--- src/rtl/tlb_pkg.sv ---
// Shared definitions for the TLB maintenance sequencer: opcodes, invtlb limit
// and controller state encoding.
package tlb_pkg;

  localparam logic [2:0] TLBOP_SRCH = 3'd0;
  localparam logic [2:0] TLBOP_RD   = 3'd1;
  localparam logic [2:0] TLBOP_WR   = 3'd2;
  localparam logic [2:0] TLBOP_FILL = 3'd3;
  localparam logic [2:0] TLBOP_INV  = 3'd4;

  localparam logic [4:0] INVTLB_MAX = 5'd6;

  typedef enum logic [1:0] {
    ST_IDLE = 2'd0,
    ST_EXEC = 2'd1,
    ST_RESP = 2'd2
  } tlb_state_e;

endpackage

--- src/rtl/tlb_fill_lfsr.sv ---
// Free-running 4-bit Fibonacci LFSR (x^4+x^3+1) supplying the tlbfill
// replacement index; a non-zero seed keeps it out of the lock-up state.
module tlb_fill_lfsr #(
  parameter logic [3:0] SEED = 4'b1011
) (
  input  logic       clk,
  input  logic       reset,
  output logic [3:0] lfsr
);

  always_ff @(posedge clk) begin
    if (reset) lfsr <= SEED;
    else       lfsr <= {lfsr[2:0], lfsr[3] ^ lfsr[2]};
  end

endmodule

--- src/rtl/tlb_op_ctrl.sv ---
// TLB maintenance sequencer: accepts one tlb* instruction at a time, owns MMU
// search port 1 arbitration and issues write, invalidate and CSR strobes.
module tlb_op_ctrl
  import tlb_pkg::*;
#(
  parameter int         TLBNUM    = 16,
  parameter logic [3:0] LFSR_SEED = 4'b1011,
  localparam int        IDXW      = $clog2(TLBNUM)
) (
  input  logic            clk,
  input  logic            reset,
  input  logic            op_valid,
  output logic            op_ready,
  input  logic [2:0]      op_code,
  input  logic [4:0]      op_invtlb,
  input  logic [9:0]      op_inv_asid,
  input  logic [18:0]     op_inv_vppn,
  input  logic            mem_req,
  output logic            mem_grant,
  output logic            inst_tlbsrch,
  output logic            inst_invtlb,
  output logic [4:0]      invtlb_op,
  output logic [9:0]      inv_asid,
  output logic [18:0]     inv_vppn,
  input  logic            s1_found,
  input  logic [IDXW-1:0] s1_index,
  input  logic [IDXW-1:0] csr_tlbidx_index,
  output logic            tlb_we,
  output logic [IDXW-1:0] w_index,
  output logic            srch_we,
  output logic            srch_hit,
  output logic [IDXW-1:0] srch_index,
  output logic            rd_we,
  output logic            op_done,
  output logic            op_ine,
  output logic            refetch_req
);

  tlb_state_e      state, state_nxt;
  logic [2:0]      op_q;
  logic [3:0]      lfsr;
  logic [IDXW-1:0] fill_idx;
  logic            accept;
  logic            inv_ok;
  logic            op_reserved;

  tlb_fill_lfsr #(.SEED(LFSR_SEED)) u_fill_lfsr (
    .clk   (clk),
    .reset (reset),
    .lfsr  (lfsr)
  );

  assign fill_idx    = IDXW'(lfsr);
  assign accept      = (state == ST_IDLE) && op_valid;
  assign inv_ok      = (invtlb_op <= INVTLB_MAX);
  assign op_reserved = (op_q > TLBOP_INV);

  // A TLB op presented in IDLE takes port 1 ahead of a load/store.
  assign mem_grant = mem_req && (state == ST_IDLE) && !op_valid;

  always_ff @(posedge clk) begin
    if (reset) begin
      state      <= ST_IDLE;
      op_q       <= TLBOP_SRCH;
      invtlb_op  <= '0;
      inv_asid   <= '0;
      inv_vppn   <= '0;
      srch_hit   <= 1'b0;
      srch_index <= '0;
    end else begin
      state <= state_nxt;
      if (accept) begin
        op_q <= op_code;
        if (op_code == TLBOP_INV) begin
          invtlb_op <= op_invtlb;
          inv_asid  <= op_inv_asid;
          inv_vppn  <= op_inv_vppn;
        end
      end
      // Search result is only meaningful in the cycle port 1 was ours.
      if (state == ST_EXEC && op_q == TLBOP_SRCH) begin
        srch_hit   <= s1_found;
        srch_index <= s1_found ? s1_index : '0;
      end
    end
  end

  always_comb begin
    state_nxt    = state;
    op_ready     = 1'b0;
    inst_tlbsrch = 1'b0;
    inst_invtlb  = 1'b0;
    tlb_we       = 1'b0;
    w_index      = '0;
    srch_we      = 1'b0;
    rd_we        = 1'b0;
    op_done      = 1'b0;
    op_ine       = 1'b0;
    refetch_req  = 1'b0;
    unique case (state)
      ST_IDLE: begin
        op_ready = 1'b1;
        if (op_valid) state_nxt = ST_EXEC;
      end
      ST_EXEC: begin
        state_nxt = ST_RESP;
        case (op_q)
          TLBOP_SRCH: inst_tlbsrch = 1'b1;
          TLBOP_WR: begin
            tlb_we  = 1'b1;
            w_index = csr_tlbidx_index;
          end
          TLBOP_FILL: begin
            tlb_we  = 1'b1;
            w_index = fill_idx;
          end
          TLBOP_INV: inst_invtlb = inv_ok;
          default: ;
        endcase
      end
      ST_RESP: begin
        state_nxt   = ST_IDLE;
        op_done     = 1'b1;
        srch_we     = (op_q == TLBOP_SRCH);
        rd_we       = (op_q == TLBOP_RD);
        op_ine      = op_reserved || (op_q == TLBOP_INV && !inv_ok);
        refetch_req = (op_q == TLBOP_WR) || (op_q == TLBOP_FILL) ||
                      (op_q == TLBOP_INV && inv_ok);
      end
      default: state_nxt = ST_IDLE;
    endcase
  end

endmodule
--- config.mk ---
export PLATFORM = sky130hd
export DESIGN_NAME = tlb_op_ctrl
export DESIGN_NICKNAME = d
export VERILOG_FILES = /design/src/rtl/tlb_pkg.sv /design/src/rtl/tlb_fill_lfsr.sv /design/src/rtl/tlb_op_ctrl.sv
export SDC_FILE = /design/constraint.sdc
export NUM_CORES = 1
export LEC_CHECK = 0
export ABC_AREA = 1
export ABC_CLOCK_PERIOD_IN_PS = 1400
export CAP_MARGIN = 10
export CORE_AREA = 2 2 82 84
export CTS_BUF_LIST = sky130_fd_sc_hd__clkbuf_4 sky130_fd_sc_hd__clkbuf_8 sky130_fd_sc_hd__clkbuf_16
export DETAILED_ROUTE_END_ITERATION = 12
export DIE_AREA = 0 0 84 86
export PLACE_DENSITY = 0.68
export REMOVE_ABC_BUFFERS = 1
export SYNTH_ARGS = -nofsm -noshare
export SYNTH_HDL_FRONTEND = slang
export SYNTH_SLANG_ARGS = --single-unit
--- constraint.sdc ---
create_clock -name clk -period 1.4 [get_ports clk]
set_clock_uncertainty 0.05 [all_clocks]
set_input_delay 0.21 -clock clk [delete_from_list [all_inputs] [get_ports clk]]
set_output_delay 0.21 -clock clk [all_outputs]
set_load 0.02 [all_outputs]
==> impl.org <==
** Critical path
- Cell-by-cell trace of the critical path :: nor2_4, nand2_2, inv_4, nand2_2, a21oi_2, buf_4
- At the worst endpoint, the required time is approximately 1100 ps.
- For this run, the slowest stage of the critical path takes ~370 ps.
- For the worst flop-to-flop path, the logic depth is 10.
- The worst setup path is captured at an output pin.
- In this run the critical register-to-register path is captured at inv_asid[0].
- Of all nets on the critical path, the largest fanout is 4.
- RR Startpoint :: state[0]
- The setup path with the least slack is of type reg -> out.
- The worst setup path is launched from a flop.
- On the critical path, the stage with the largest delay is an instance of dfxtp_4.
- In this design, the critical path's most frequently occurring cell is nand2_2.
- Worst R2R Setup Slack :: -110 ps
- At the worst endpoint, the arrival time is between 1000 and 1500 ps.

** Route
- After the first detailed-routing iteration, the DRC count stood at 39.
- Number of antenna-violating nets in the routed design :: 0
- After detailed routing, the number of vias per cell comes to between 4 and 5.
- DR DRC count :: 0
- The first TritonRoute pass finished after 4 iterations.
- Summing over every cut layer, the via total after detailed routing is 2400.
- The routed design has around 6700 µm of wire.
- After detailed routing, the average wire length per cell comes to ~12 µm.

** Floorplan
- Number of rows created at floorplan :: 29
- After floorplanning, the core was sized to cover approximately 6300 µm².
- From bottom edge to top edge, the die measures around 86 µm.
- The die covers 7224 µm².
- ~100 I/O pins were placed.
- In this run the horizontal extent of the chip is 84 µm.
- The initial utilization of the core area, before any placement, comes to about 33%.

** Place
- At the placement stage, the worst setup path has a slack of -346.9 ps.
- Routability-driven placement finished with a final weighted congestion of 0.8155.
- Port Buffer Count :: around 100
- Detailed Place HPWL :: 4036 µm
- Cell area after placement :: 3373 µm²

** Clocking
- TritonCTS created 5 clock buffers.
- TritonCTS clock tree :: done
- Number of clock sinks :: 48
- Hold-fix buffers, CTS :: 0
- After clock tree synthesis, the clock-pin slew on the worst setup and hold paths is 90 ps.
- Max Buffers Root-to-Sink :: 2
- Insertion delay of the later-clocked pin in the worst-skew pair :: approximately 290 ps
- The tree is rooted in a clkbuf_8.
- In this run the number of H-tree levels came out at 2.

** Power and ir drop
- Worst VDD drop :: 0.5005 mV
- Dividing total power by cell area gives a power density of approximately 780 nW/µm².
- Static leakage power :: 2.056 nW

** STA
- In this run the tightest slew margin relative to its limit is ~84%.
- The count of final hold-check violations was 0.
- Unrepaired setup endpoints after global routing :: yes
- Transition time of the tightest slew-check pin :: 243.4 ps
- Slew Limit Fails :: 0
- After layout, the minimum clock period comes to 1553 ps.
- Slack of the critical path :: -153.0 ps
- Setup violations remaining at the end of the flow were counted as 50.
- After layout, the worst path uses 110.9% of the clock period.
- Max Clock Freq :: 643.9 MHz

** Yosys
- The most used flip-flop cell after synthesis is dfxtp_1.
- Yosys attributes the largest share of cell area to dfxtp_1 (46%), nand2_1 (17%), nor2_1 (14%).
- Synthesis warning total :: 0
- In this run, synthesis inferred 0 flip-flops with an integrated enable.
- Sequential cells were found to cover around 46% of the synthesized design area.
- Count of unique library cells instantiated by Yosys :: 19
- Most area-hungry cell type in the Yosys netlist :: dfxtp_1
- Area share of the largest cell type after synthesis :: a little under half
- Of all flip-flops after synthesis, the portion carrying an async set or reset was 0%.
- Mean cell area of the mapped netlist :: approximately 6.5 µm²
- In this run the cell area of the synthesized design comes to about 2100 µm².
- In the synthesized netlist, the number of instances is roughly 320.
- #FFs+latches synth :: 48

** Outcome
- Result of the run :: finished with violations
- Failing checks :: negative setup slack

** Global route
- Wire length of the first global-routing pass :: around 10000 µm
- Largest net degree at the start of global routing :: 22
- The via count of the first global-routing pass came to 2234.
- Number of antenna violations at the first check in global routing :: 0
- Global routing used between 15 and 20% of the available tracks.
- Global route overflow :: 0

** Worst hold path
- The tightest min-delay check is of the reg -> reg type.
- The path with the worst hold slack has its endpoint at u_fill_lfsr.lfsr[2].
- The worst hold path begins at u_fill_lfsr.lfsr[1].
- Cell count of the worst hold path :: 2

** Flow run
- Across the run, the number of max-cap violations was 0.

** Final layout
- Growth of design area from synthesis to finish :: 96.82%
- In the layout the commonest cells are nor2_1 (60), clkdlybuf4s50_1 (49), inv_1 (44).
- Leaving out fill and tap cells, the most frequent cell in the layout is nor2_1.
- In the final design database the tool counted 513 nets.
- Diodes inserted :: 0
- Summing all non-filler instances in the final layout gives an area of slightly above 4000 µm².
- Counting the fill cells in the layout gives approximately 560.
- In the final layout, the share of cells above drive strength 1 is a little over a third.
-- worst max-delay path by stage --
stage	slack [ps]	cells past startpoint	startpoint	to
final	-150	6	op_q[2]	w_index[0]
after global routing	-240	4	invtlb_op[1]	inst_invtlb
after CTS	-140	4	op_q[1]	refetch_req
after detailed placement	-350	5	op_q[1]	w_index[3]
after global placement	-320	4	csr_tlbidx_index[3]	w_index[3]
after floorplan	-420	6	state[1]	inv_asid[0]
-- where the power goes --
| group | switching (mW) | internal [mW] | total [mW] |
|---|---|---|---|
| Combinational | 0.355 | 0.392 | 0.747 |
| Sequential | 0.0442 | 1.42 | 1.46 |
| Clock | 0.465 | 0.529 | 0.993 |
| Total | 0.864 | 2.34 | 3.20 |
-- routing by layer --
metal	share of wire [%]	vias to the layer above	wire length [µm]	global-route usage [%]
met3	6.1	2	411	5.197
li1	-	1225	-	-
met2	53	75	3575	32.87
met5	0	-	0	0
met4	0.37	0	25	3.959
met1	40	1098	2683	20.02
-- synthesized netlist by cell type (2+ instances only) --
| cell | instances |
|---|---|
| buf_1 | 2 |
| buf_6 | 3 |
| inv_1 | 50 |
| nor2_4 | 2 |
| dfxtp_1 | 48 |
| nor2_1 | 80 |
| nand3_1 | 4 |
| clkbuf_1 | 4 |
| nand4_1 | 6 |
| nand2_1 | 95 |
| a21oi_1 | 14 |
| o21ai_0 | 3 |
| buf_2 | 4 |
-- through the flow --
step | cells | util [%] | TNS (ps) | hold slack [ps] | power, mW
final | 541 | 65.44 | -4595 | 382.5 | 3.202
after global placement | 513 | 53.74 | -8895 | 364.2 | 2.062
after detailed placement | 513 | 53.74 | -9881 | 365.3 | 2.070
after global routing | 541 | 65.44 | -8076 | 402.2 | 3.363
after CTS | 539 | 61.17 | -3486 | 379.7 | 3.139
after floorplan | 308 | - | -14340 | 229.1 | 1.720
-- kinds of logic (layout without fill, tap and decap cells) --
| logic type | count (synthesis) | in the layout | share of synthesized area [%] |
|---|---|---|---|
| and+or+nand+nor | 191 | 191 | 36.75 |
| buffers and inverters | 64 | 207 | 12.83 |
| DFF | 48 | 48 | 46.04 |
| AOI/OAI and AO/OA | 18 | 18 | 4.377 |
-- layout make-up --
| class | count | area, µm² | area share, % |
|---|---|---|---|
| clock buffer | 5 | 68.82 | 1.675 |
| clock inverter | 3 | 42.54 | 1.036 |
| inverter | 51 | 196.4 | 4.782 |
| multi-input combinational | 209 | 1206 | 29.36 |
| sequential | 48 | 974.7 | 23.73 |
| tap | 77 | 96.34 | 2.345 |
| timing repair buffer | 148 | 1523 | 37.07 |
-- registers in the layout, indices dropped and copies added (netlist names) --
signal and cells:
inv_asid 10, inv_vppn 19, invtlb_op 5, op_q 3, srch_hit 1, srch_index 4
state 2, u_fill_lfsr.lfsr 4
-- worst max-delay path: cells and delay by family, from the launching register on --
| kind | cells | cell delay [ps] |
|---|---|---|
| simple gates | 3 | 250 |
| buf+inv | 2 | 230 |
| compound gates | 1 | 140 |
| flops | 1 | 370 |
-- repair_timing --
item / in CTS / in global routing
endpoints found under the setup margin: 87 / 50
pin swaps: 25 / 30
setup buffers: 11 / 5
gates resized for setup: 161 / 101
gates cloned: 7 / 2
Power figures use the tool's default switching activity.
